<file path="config.mk">
export PLATFORM = sky130hd
export DESIGN_NAME = alu_ctrl_md_seq_flat
export DESIGN_NICKNAME = d
export VERILOG_FILES = /design/src/rtl/alu_ctrl_md_seq_pkg.sv /design/src/rtl/alu_ctrl_md_seq_if.sv /design/src/rtl/alu_ctrl_md_seq_md_iter_unit.sv /design/src/rtl/alu_ctrl_md_seq.sv /design/src/flat_wrapper.sv
export SDC_FILE = /design/constraint.sdc
export NUM_CORES = 1
export LEC_CHECK = 0
export CAP_MARGIN = 15
export CORE_AREA = 3 3 188 226
export CTS_BUF_LIST = sky130_fd_sc_hd__clkbuf_8 sky130_fd_sc_hd__clkbuf_16
export DETAILED_ROUTE_END_ITERATION = 7
export DIE_AREA = 0 0 191 229
export PLACE_DENSITY = 0.68
export SLEW_MARGIN = 10
export SYNTH_ARGS = -nofsm -noshare
export SYNTH_HDL_FRONTEND = slang
export SYNTH_SLANG_ARGS = --single-unit
</file>
<file path="constraint.sdc">
create_clock -name clk -period 6.1 [get_ports clk]
set_clock_uncertainty 0.15 [all_clocks]
set_input_delay 1.22 -clock clk [delete_from_list [all_inputs] [get_ports clk]]
set_output_delay 1.22 -clock clk [all_outputs]
set_load 0.005 [all_outputs]
</file>
<file path="src/rtl/alu_ctrl_md_seq_pkg.sv">
`default_nettype none
// ============================================================================
// Module      : alu_ctrl_md_seq_pkg
// Description : Shared encodings for the EX-stage ALU controller and its
//               RV32M multi-cycle sequencer.
// Revision    : 1.0 - initial release
// ============================================================================
package alu_ctrl_md_seq_pkg;

    // Single-cycle ALU control encodings
    typedef enum logic [3:0] {
        ALU_ADD  = 4'd0,
        ALU_SUB  = 4'd1,
        ALU_AND  = 4'd2,
        ALU_OR   = 4'd3,
        ALU_XOR  = 4'd4,
        ALU_SLT  = 4'd5,
        ALU_SLTU = 4'd6,
        ALU_SLL  = 4'd7,
        ALU_SRL  = 4'd8,
        ALU_SRA  = 4'd9
    } alu_ctrl_e;

    // RV32M operations, indexed by func3
    typedef enum logic [2:0] {
        MD_MUL    = 3'b000,
        MD_MULH   = 3'b001,
        MD_MULHSU = 3'b010,
        MD_MULHU  = 3'b011,
        MD_DIV    = 3'b100,
        MD_DIVU   = 3'b101,
        MD_REM    = 3'b110,
        MD_REMU   = 3'b111
    } md_op_e;

    // Sequencer states
    typedef enum logic [1:0] {
        ST_IDLE = 2'd0,
        ST_BUSY = 2'd1,
        ST_DONE = 2'd2
    } md_state_e;

    localparam logic [1:0] C_ALUOP_STORE  = 2'b00;
    localparam logic [1:0] C_ALUOP_BRANCH = 2'b01;
    localparam logic [1:0] C_ALUOP_RTYPE  = 2'b10;
    localparam logic [1:0] C_ALUOP_ITYPE  = 2'b11;

    localparam logic [6:0] C_F7_ALT    = 7'b0100000;
    localparam logic [6:0] C_F7_MULDIV = 7'b0000001;

    // rs1 is treated as signed for MUL/MULH/MULHSU/DIV/REM
    function automatic logic md_a_signed(input logic [2:0] f3);
        return (f3 == MD_MUL) || (f3 == MD_MULH) || (f3 == MD_MULHSU) ||
               (f3 == MD_DIV) || (f3 == MD_REM);
    endfunction

    // rs2 is treated as signed for MUL/MULH/DIV/REM
    function automatic logic md_b_signed(input logic [2:0] f3);
        return (f3 == MD_MUL) || (f3 == MD_MULH) ||
               (f3 == MD_DIV) || (f3 == MD_REM);
    endfunction

endpackage
`default_nettype wire

</file>
<file path="src/rtl/alu_ctrl_md_seq_if.sv">
`default_nettype none
// ============================================================================
// Module      : alu_ctrl_md_seq_if
// Description : EX-stage bus between the pipeline and the ALU controller.
// Revision    : 1.0 - initial release
// ============================================================================
interface alu_ctrl_md_seq_if #(
    parameter int XLEN   = 32,
    parameter int CTRL_W = 4
);
    logic [1:0]        alu_op;
    logic [2:0]        func3;
    logic [6:0]        func7;
    logic              valid_in;
    logic              flush;
    logic [XLEN-1:0]   op_a;
    logic [XLEN-1:0]   op_b;
    logic [CTRL_W-1:0] alu_ctrl;
    logic              is_md;
    logic              stall;
    logic              md_done;
    logic [XLEN-1:0]   md_result;

    // Pipeline side
    modport master (
        output alu_op, func3, func7, valid_in, flush, op_a, op_b,
        input  alu_ctrl, is_md, stall, md_done, md_result
    );

    // Controller side
    modport slave (
        input  alu_op, func3, func7, valid_in, flush, op_a, op_b,
        output alu_ctrl, is_md, stall, md_done, md_result
    );
endinterface
`default_nettype wire

</file>
<file path="src/rtl/alu_ctrl_md_seq_md_iter_unit.sv">
`default_nettype none
// ============================================================================
// Module      : alu_ctrl_md_seq_md_iter_unit
// Description : Radix-2 iterative mul/div datapath. Holds the iteration
//               counter, the hi/lo accumulators and the final sign fixup.
//               Also resolves the divide fast paths (x/0, MIN/-1).
// Revision    : 1.0 - initial release
// ============================================================================
module alu_ctrl_md_seq_md_iter_unit
    import alu_ctrl_md_seq_pkg::*;
#(
    parameter int XLEN = 32
) (
    input  wire logic            clk,
    input  wire logic            rst_n,
    input  wire logic            start,
    input  wire logic            step,
    input  wire logic            kill,
    input  wire logic [2:0]      func3,
    input  wire logic [XLEN-1:0] op_a,
    input  wire logic [XLEN-1:0] op_b,
    output logic                 fast,
    output logic                 last,
    output logic [XLEN-1:0]      result
);

    localparam int CNT_W = $clog2(XLEN);

    logic [CNT_W-1:0] r_cnt;
    logic [2:0]       r_op;
    logic [XLEN-1:0]  r_hi;      // product high half / partial remainder
    logic [XLEN-1:0]  r_lo;      // multiplier bits / dividend-quotient bits
    logic [XLEN-1:0]  r_opnd;    // multiplicand or divisor magnitude
    logic             r_neg_main;
    logic             r_neg_rem;
    logic [XLEN-1:0]  r_result;

    logic             w_is_div;
    logic             w_b_zero;
    logic             w_ovf;
    logic [XLEN-1:0]  w_fast_res;
    logic             w_a_neg;
    logic             w_b_neg;
    logic [XLEN-1:0]  w_mag_a;
    logic [XLEN-1:0]  w_mag_b;
    logic [XLEN:0]    w_sum;
    logic [XLEN:0]    w_shl;
    logic [XLEN:0]    w_diff;
    logic             w_ge;
    logic [XLEN-1:0]  w_nhi;
    logic [XLEN-1:0]  w_nlo;
    logic [2*XLEN-1:0] w_prod;
    logic [XLEN-1:0]  w_quot;
    logic [XLEN-1:0]  w_rem;
    logic [XLEN-1:0]  w_final;

    // Fast-path detection and operand conditioning from the incoming request
    always_comb begin
        w_is_div = func3[2];
        w_b_zero = (op_b == '0);
        w_ovf    = (func3 == MD_DIV || func3 == MD_REM) &&
                   (op_a == {1'b1, {(XLEN-1){1'b0}}}) && (op_b == '1);
        if (func3[1])
            w_fast_res = w_b_zero ? op_a : '0;
        else
            w_fast_res = w_b_zero ? '1 : op_a;
        w_a_neg = md_a_signed(func3) & op_a[XLEN-1];
        w_b_neg = md_b_signed(func3) & op_b[XLEN-1];
        w_mag_a = w_a_neg ? (~op_a + 1'b1) : op_a;
        w_mag_b = w_b_neg ? (~op_b + 1'b1) : op_b;
    end

    assign fast   = w_is_div & (w_b_zero | w_ovf);
    assign last   = (r_cnt == CNT_W'(XLEN - 1));
    assign result = r_result;

    // One radix-2 iteration plus the sign fixup applied on the final step
    always_comb begin
        // shift-add multiply: add multiplicand when lsb set, shift right
        w_sum  = {1'b0, r_hi} + ({1'b0, r_opnd} & {(XLEN+1){r_lo[0]}});
        // restoring divide: shift remainder left, trial subtract divisor
        w_shl  = {r_hi, r_lo[XLEN-1]};
        w_diff = w_shl - {1'b0, r_opnd};
        w_ge   = ~w_diff[XLEN];
        if (r_op[2]) begin
            w_nhi = w_ge ? w_diff[XLEN-1:0] : w_shl[XLEN-1:0];
            w_nlo = {r_lo[XLEN-2:0], w_ge};
        end else begin
            w_nhi = w_sum[XLEN:1];
            w_nlo = {w_sum[0], r_lo[XLEN-1:1]};
        end
        w_prod = {w_nhi, w_nlo};
        if (r_neg_main)
            w_prod = ~w_prod + 1'b1;
        w_quot = r_neg_main ? (~w_nlo + 1'b1) : w_nlo;
        w_rem  = r_neg_rem  ? (~w_nhi + 1'b1) : w_nhi;
        if (r_op[2])
            w_final = r_op[1] ? w_rem : w_quot;
        else
            w_final = (r_op[1:0] == 2'b00) ? w_prod[XLEN-1:0]
                                           : w_prod[2*XLEN-1:XLEN];
    end

    // Load on accept, iterate while busy, capture the result on the last step
    always_ff @(posedge clk or negedge rst_n) begin
        if (!rst_n) begin
            r_cnt      <= '0;
            r_op       <= '0;
            r_hi       <= '0;
            r_lo       <= '0;
            r_opnd     <= '0;
            r_neg_main <= 1'b0;
            r_neg_rem  <= 1'b0;
            r_result   <= '0;
        end else if (start) begin
            r_cnt      <= '0;
            r_op       <= func3;
            r_hi       <= '0;
            r_lo       <= w_is_div ? w_mag_a : w_mag_b;
            r_opnd     <= w_is_div ? w_mag_b : w_mag_a;
            r_neg_main <= w_a_neg ^ w_b_neg;
            r_neg_rem  <= w_a_neg;
            if (fast)
                r_result <= w_fast_res;
        end else if (kill) begin
            r_cnt <= '0;
        end else if (step) begin
            r_hi  <= w_nhi;
            r_lo  <= w_nlo;
            r_cnt <= r_cnt + 1'b1;
            if (last)
                r_result <= w_final;
        end
    end

endmodule
`default_nettype wire

</file>
<file path="src/rtl/alu_ctrl_md_seq.sv">
`default_nettype none
// ============================================================================
// Module      : alu_ctrl_md_seq
// Description : EX-stage ALU controller. Decodes AluOp/func3/func7 into the
//               single-cycle ALU control word and sequences RV32M ops on the
//               iterative mul/div unit, stalling the pipeline meanwhile.
// Revision    : 1.0 - initial release
// ============================================================================
module alu_ctrl_md_seq
    import alu_ctrl_md_seq_pkg::*;
#(
    parameter int XLEN     = 32,
    parameter int CTRL_W   = 4,
    parameter bit ENABLE_M = 1'b1
) (
    input  wire logic         clk,
    input  wire logic         rst_n,
    alu_ctrl_md_seq_if.slave  bus
);

    md_state_e  r_state;
    logic       r_done;

    alu_ctrl_e  w_ctrl;
    logic       w_is_md;
    logic       w_accept;
    logic       w_fast;
    logic       w_last;
    logic       w_step;

    // Instruction decode into ALU control and M-op detect
    always_comb begin
        w_ctrl  = ALU_ADD;
        w_is_md = 1'b0;
        case (bus.alu_op)
            C_ALUOP_STORE:  w_ctrl = ALU_ADD;
            C_ALUOP_BRANCH: w_ctrl = ALU_SUB;
            default: begin
                if (bus.alu_op == C_ALUOP_RTYPE && bus.func7 == C_F7_ALT &&
                    bus.func3 == 3'b000) begin
                    w_ctrl = ALU_SUB;
                end else if (bus.alu_op == C_ALUOP_RTYPE && bus.func7 == C_F7_ALT &&
                             bus.func3 == 3'b101) begin
                    w_ctrl = ALU_SRA;
                end else if (bus.alu_op == C_ALUOP_RTYPE && bus.func7 == C_F7_MULDIV &&
                             ENABLE_M) begin
                    w_ctrl  = ALU_ADD;
                    w_is_md = 1'b1;
                end else begin
                    case (bus.func3)
                        3'b000:  w_ctrl = ALU_ADD;
                        3'b001:  w_ctrl = ALU_SLL;
                        3'b010:  w_ctrl = ALU_SLT;
                        3'b011:  w_ctrl = ALU_SLTU;
                        3'b100:  w_ctrl = ALU_XOR;
                        3'b101:  w_ctrl = (bus.alu_op == C_ALUOP_ITYPE && bus.func7[5])
                                          ? ALU_SRA : ALU_SRL;
                        3'b110:  w_ctrl = ALU_OR;
                        default: w_ctrl = ALU_AND;
                    endcase
                end
            end
        endcase
    end

    // Reset gates accept so stall drops as soon as reset asserts
    assign w_accept = rst_n & (r_state == ST_IDLE) & bus.valid_in & w_is_md & ~bus.flush;
    assign w_step   = (r_state == ST_BUSY) & ~bus.flush;

    assign bus.alu_ctrl = CTRL_W'(w_ctrl);
    assign bus.is_md    = w_is_md;
    assign bus.stall    = w_accept | (r_state == ST_BUSY);
    assign bus.md_done  = r_done & ~bus.flush;

    // Sequencer: IDLE -> BUSY (XLEN steps) -> DONE -> IDLE; fast path skips BUSY
    always_ff @(posedge clk or negedge rst_n) begin
        if (!rst_n) begin
            r_state <= ST_IDLE;
            r_done  <= 1'b0;
        end else begin
            case (r_state)
                ST_IDLE: begin
                    if (w_accept) begin
                        r_state <= w_fast ? ST_DONE : ST_BUSY;
                        r_done  <= w_fast;
                    end
                end
                ST_BUSY: begin
                    if (bus.flush) begin
                        r_state <= ST_IDLE;
                    end else if (w_last) begin
                        r_state <= ST_DONE;
                        r_done  <= 1'b1;
                    end
                end
                ST_DONE: begin
                    r_state <= ST_IDLE;
                    r_done  <= 1'b0;
                end
                default: begin
                    r_state <= ST_IDLE;
                    r_done  <= 1'b0;
                end
            endcase
        end
    end

    alu_ctrl_md_seq_md_iter_unit #(
        .XLEN (XLEN)
    ) u_iter (
        .clk    (clk),
        .rst_n  (rst_n),
        .start  (w_accept),
        .step   (w_step),
        .kill   (bus.flush),
        .func3  (bus.func3),
        .op_a   (bus.op_a),
        .op_b   (bus.op_b),
        .fast   (w_fast),
        .last   (w_last),
        .result (bus.md_result)
    );

endmodule
`default_nettype wire
</file>
<file path="src/flat_wrapper.sv">
// flat-port wrapper written by rule: the top's interface ports become plain ports
module alu_ctrl_md_seq_flat import alu_ctrl_md_seq_pkg::*;
#(
    parameter int XLEN     = 32,
    parameter int CTRL_W   = 4,
    parameter bit ENABLE_M = 1'b1
)
  (clk, rst_n, bus_alu_op, bus_func3, bus_func7, bus_valid_in, bus_flush, bus_op_a, bus_op_b, bus_alu_ctrl, bus_is_md, bus_stall, bus_md_done, bus_md_result);
  alu_ctrl_md_seq_if #(.XLEN(XLEN), .CTRL_W(CTRL_W)) bus_i ();
  input  wire logic clk;
  input  wire logic rst_n;
  input wire logic [$bits(bus_i.alu_op)-1:0] bus_alu_op;
  input wire logic [$bits(bus_i.func3)-1:0] bus_func3;
  input wire logic [$bits(bus_i.func7)-1:0] bus_func7;
  input wire logic [$bits(bus_i.valid_in)-1:0] bus_valid_in;
  input wire logic [$bits(bus_i.flush)-1:0] bus_flush;
  input wire logic [$bits(bus_i.op_a)-1:0] bus_op_a;
  input wire logic [$bits(bus_i.op_b)-1:0] bus_op_b;
  output wire logic [$bits(bus_i.alu_ctrl)-1:0] bus_alu_ctrl;
  output wire logic [$bits(bus_i.is_md)-1:0] bus_is_md;
  output wire logic [$bits(bus_i.stall)-1:0] bus_stall;
  output wire logic [$bits(bus_i.md_done)-1:0] bus_md_done;
  output wire logic [$bits(bus_i.md_result)-1:0] bus_md_result;
  assign bus_i.alu_op = bus_alu_op;
  assign bus_i.func3 = bus_func3;
  assign bus_i.func7 = bus_func7;
  assign bus_i.valid_in = bus_valid_in;
  assign bus_i.flush = bus_flush;
  assign bus_i.op_a = bus_op_a;
  assign bus_i.op_b = bus_op_b;
  assign bus_alu_ctrl = bus_i.alu_ctrl;
  assign bus_is_md = bus_i.is_md;
  assign bus_stall = bus_i.stall;
  assign bus_md_done = bus_i.md_done;
  assign bus_md_result = bus_i.md_result;
  alu_ctrl_md_seq #(.XLEN(XLEN), .CTRL_W(CTRL_W), .ENABLE_M(ENABLE_M)) u_core (.clk(clk), .rst_n(rst_n), .bus(bus_i));
endmodule
</file>
==> impl_metrics.tcl <==
set metrics [dict create \
    outcome "complete, no violations" \
    synth_fa_ha_area_share_pct 6.14 \
    end_kind "flop" \
    pwr-share-seq_pct 33.3 \
    path_max_fanout 8 \
    root_buffer "clkbuf_16" \
    placed_cell_area_um2 18100 \
    die-area_um2 43700 \
    synth_ff_type "dfrtp_1" \
    p_leak_nw 7.90 \
    drive_gt1_share_pct 7.34 \
    drc 0 \
    pwr-share-clk_pct 38.9 \
    synthSimpleGateAreaFrac_pct 24.2 \
    dpl.hpwl_um 57700 \
    arrival_ps 6100 \
    use_met3_pct 5.71 \
    power.density_nw_per_um2 152 \
    synthArstFlopShare_pct 100 \
    row_count 81 \
    grt_use_total_pct 32.6 \
    antenna_found_initial 2 \
    startpoint_type "flop" \
    crit_start "u_core.u_iter.r_lo[31]$_DFFE_PN0P_" \
    met2_usage_pct 54.6 \
    hp-class "flop to flop" \
    use_met1_pct 38.9 \
    syn_nets 2411 \
    wl_per_cell_um 25.2 \
    initial_core_util_pct 39.6 \
    core_area_um2 40600 \
    ctsHoldBuffers 0 \
    synth_seq_area_share_pct 21.9 \
    io_pins 119 \
    numCtsBuffers 17 \
    place.gp.congestion 1.03 \
    grt_pass1_vias 17400 \
    p_comb_share_pct 27.7 \
    yosys.area.top_type "dfrtp_1" \
    hold_start "u_core.u_iter.result[15]$_DFFE_PN0P_" \
    port_buffers 118 \
    yosysWarnings 0 \
    drv_slew 0 \
    final_hold_viol_count 0 \
    netlist_area_um2 16100 \
    grt_overflow 0 \
    yosys.area.top_type_share_pct 21.9 \
    cts_tree "yes" \
    first_pass_iters 6 \
    fin_nets 2485 \
    via_per_inst 6.30 \
    setup_viol 0 \
    cts_sinks 141 \
    fp.dieW_um 191 \
    ys_ff_latch 141 \
    p_int_mw 1.86 \
    synth_edf_count 0 \
    critPathRequiredTime_ps 6300 \
    grt.busiest_layer "met2" \
    grt_max_degree 112 \
    diodes 0 \
    peakVddDrop_v 0.000230 \
    yosysMostFrequentCell "nand2_1" \
    cts_max_level 4 \
    synth_xor_area_share_pct 10.1 \
    fmax_ghz 0.170 \
    drt_iter0_drc 1639 \
    yosysUniqueCellTypes 88 \
    synth_compound_gate_area_share_pct 28.9 \
    tightest_slew_ps 1160 \
    timing.final.crit_share_pct 96.6 \
    finish.instance_area_um2 18700 \
    rsz0062_at_grt "no" \
    setup_slack_ps 206 \
    timing.hold.ws_ps 342 \
    final_antenna_net_count 0 \
    clock_latency_ps 470 \
    wl_um 72800 \
    place_ws_ps 124 \
    switching_share_pct 34.3 \
    switching_power_uw 974 \
    syn_inst 2258 \
    syn2layout_area_growth_pct 16.0 \
    avgSynthCellArea_um2 7.13 \
    dieHeight_um 229 \
    synth_top_family_by_area "compound AO/OA/AOI/OAI gates" \
    layout_min_cycle_time_ps 5890 \
    regToRegStartpoint "u_core.u_iter.r_lo[31]$_DFFE_PN0P_" \
    vias 18200 \
    critical_path_class "flop to flop" \
    grt_pass1_wl_um 108000 \
    clock_path_buffers 2 \
    synth_commonest_cells "nand2_1 (328), o21ai_0 (253), nor2_1 (186), a21oi_1 (173), dfrtp_1 (141)" \
    clk_pin_slew_ps 60 \
    maxCapViolations 0 \
    synth_mux_area_share_pct 3.71 \
    synth_area_leaders "dfrtp_1 (22%), o21ai_0 (7.9%), nand2_1 (7.6%)" \
    slew-limit-headroom_pct 21.6 \
    setup-tns-final_ps 0 \
]
-- flip-flops by register name, indices dropped and copies added, names as in the netlist --
register,cells
u_core.u_iter.r_hi,32
u_core.u_iter.r_lo,32
u_core.u_iter.r_opnd,32
u_core.u_iter.result,32
u_core.u_iter.r_cnt,5
u_core.u_iter.r_op,3
u_core.r_state,2
u_core.r_done,1
u_core.u_iter.r_neg_main,1
u_core.u_iter.r_neg_rem,1
-- logic make-up (layout without fill, tap and decap cells) --
group / after synthesis / after routing
AO/OA/AOI/OAI: 741 / 741
AND/OR/NAND/NOR: 839 / 839
multiplexers: 58 / 58
buffers and inverters: 215 / 301
flip-flops: 141 / 141
adder cells (fa/ha/maj): 79 / 79
XOR/XNOR: 185 / 185
-- timing repair --
item	in CTS	in global routing
buffers inserted	0	0
resized for setup	0	3
endpoints found under the setup margin	0	4
hold endpoints to repair	0	0
-- cells in the final DEF (no fill, tap or decap), types with 20 or more instances in the layout --
| master | n |
|---|---|
| inv_1 | 65 |
| nor3_1 | 45 |
| a21oi_1 | 173 |
| a31oi_1 | 29 |
| dfrtp_1 | 139 |
| nand4_1 | 25 |
| buf_4 | 86 |
| and2_1 | 43 |
| o21ai_0 | 253 |
| clkdlybuf4s50_1 | 116 |
| ha_1 | 71 |
| a21o_1 | 20 |
| nor2_1 | 186 |
| nor4_1 | 25 |
| nand3_1 | 74 |
| xnor2_1 | 99 |
| nand2_1 | 328 |
| o211ai_1 | 53 |
| mux2i_1 | 45 |
| xor2_1 | 86 |
| a211oi_1 | 26 |
-- stage by stage --
stage               power [mW]  instances  util, %
floorplan                 1.41       2258        -
global placement          1.73       2852     44.4
detailed placement        1.73       2852     44.4
CTS                       2.83       2883     45.9
global route              2.93       2883     45.9
finish                    2.84       2883     45.9
-- power by group through the flow --
stage	Combinational (mW)	Sequential, mW	Clock [mW]
floorplan	0.446	0.961	0
global placement	0.763	0.963	0
detailed placement	0.765	0.963	0
CTS	0.770	0.946	1.11
global route	0.841	0.946	1.14
finish	0.787	0.946	1.10
-- critical path: stages (launching register included) --
cell	delay, ps
dfrtp_1	400
inv_1	150
ha_1	190
inv_1	60
fa_1	430
a211oi_1	330
o211ai_2	180
a2111oi_0	410
nor2_1	180
a31oi_1	240
xor2_1	360
a221oi_1	190
or3_4	440
or3b_1	530
or4_1	490
buf_4	190
nor2_2	120
mux2i_1	110
o311a_1	380
a311oi_1	250
-- final cells by class --
class / count / area, um^2
repair buffers: 204 / 1840
clock inverters: 14 / 170
inverters: 66 / 248
well taps: 539 / 674
flip-flops and latches: 141 / 3530
multi-input cells: 1902 / 11800
clock buffers: 17 / 425
fillers: 4141 / 22000
-- layer usage --
layer,wire length (um),vias up
li1,-,8336
met1,28100,8730
met2,34300,876
met3,5350,212
met4,5040,2
met5,17,-
-- path summary, 6_finish.rpt --
| path | depth (start not counted) | slack [ps] | endpoint |
|---|---|---|---|
| setup / recovery | 19 | 210 | u_core.u_iter.result[29]$_DFFE_PN0P_ |
| hold / removal | 1 | 340 | u_core.u_iter.result[15]$_DFFE_PN0P_ |
| setup reg to reg | 19 | 210 | u_core.u_iter.result[29]$_DFFE_PN0P_ |
| hold reg to reg | 1 | 340 | u_core.u_iter.result[15]$_DFFE_PN0P_ |
| max in group asynchronous | 2 | 4000 | u_core.u_iter.r_lo[0]$_DFFE_PN0P_ |
| min in group asynchronous | 1 | 510 | u_core.u_iter.r_hi[10]$_DFFE_PN0P_ |
No activity file was read; power rests on OpenSTA's default activity.
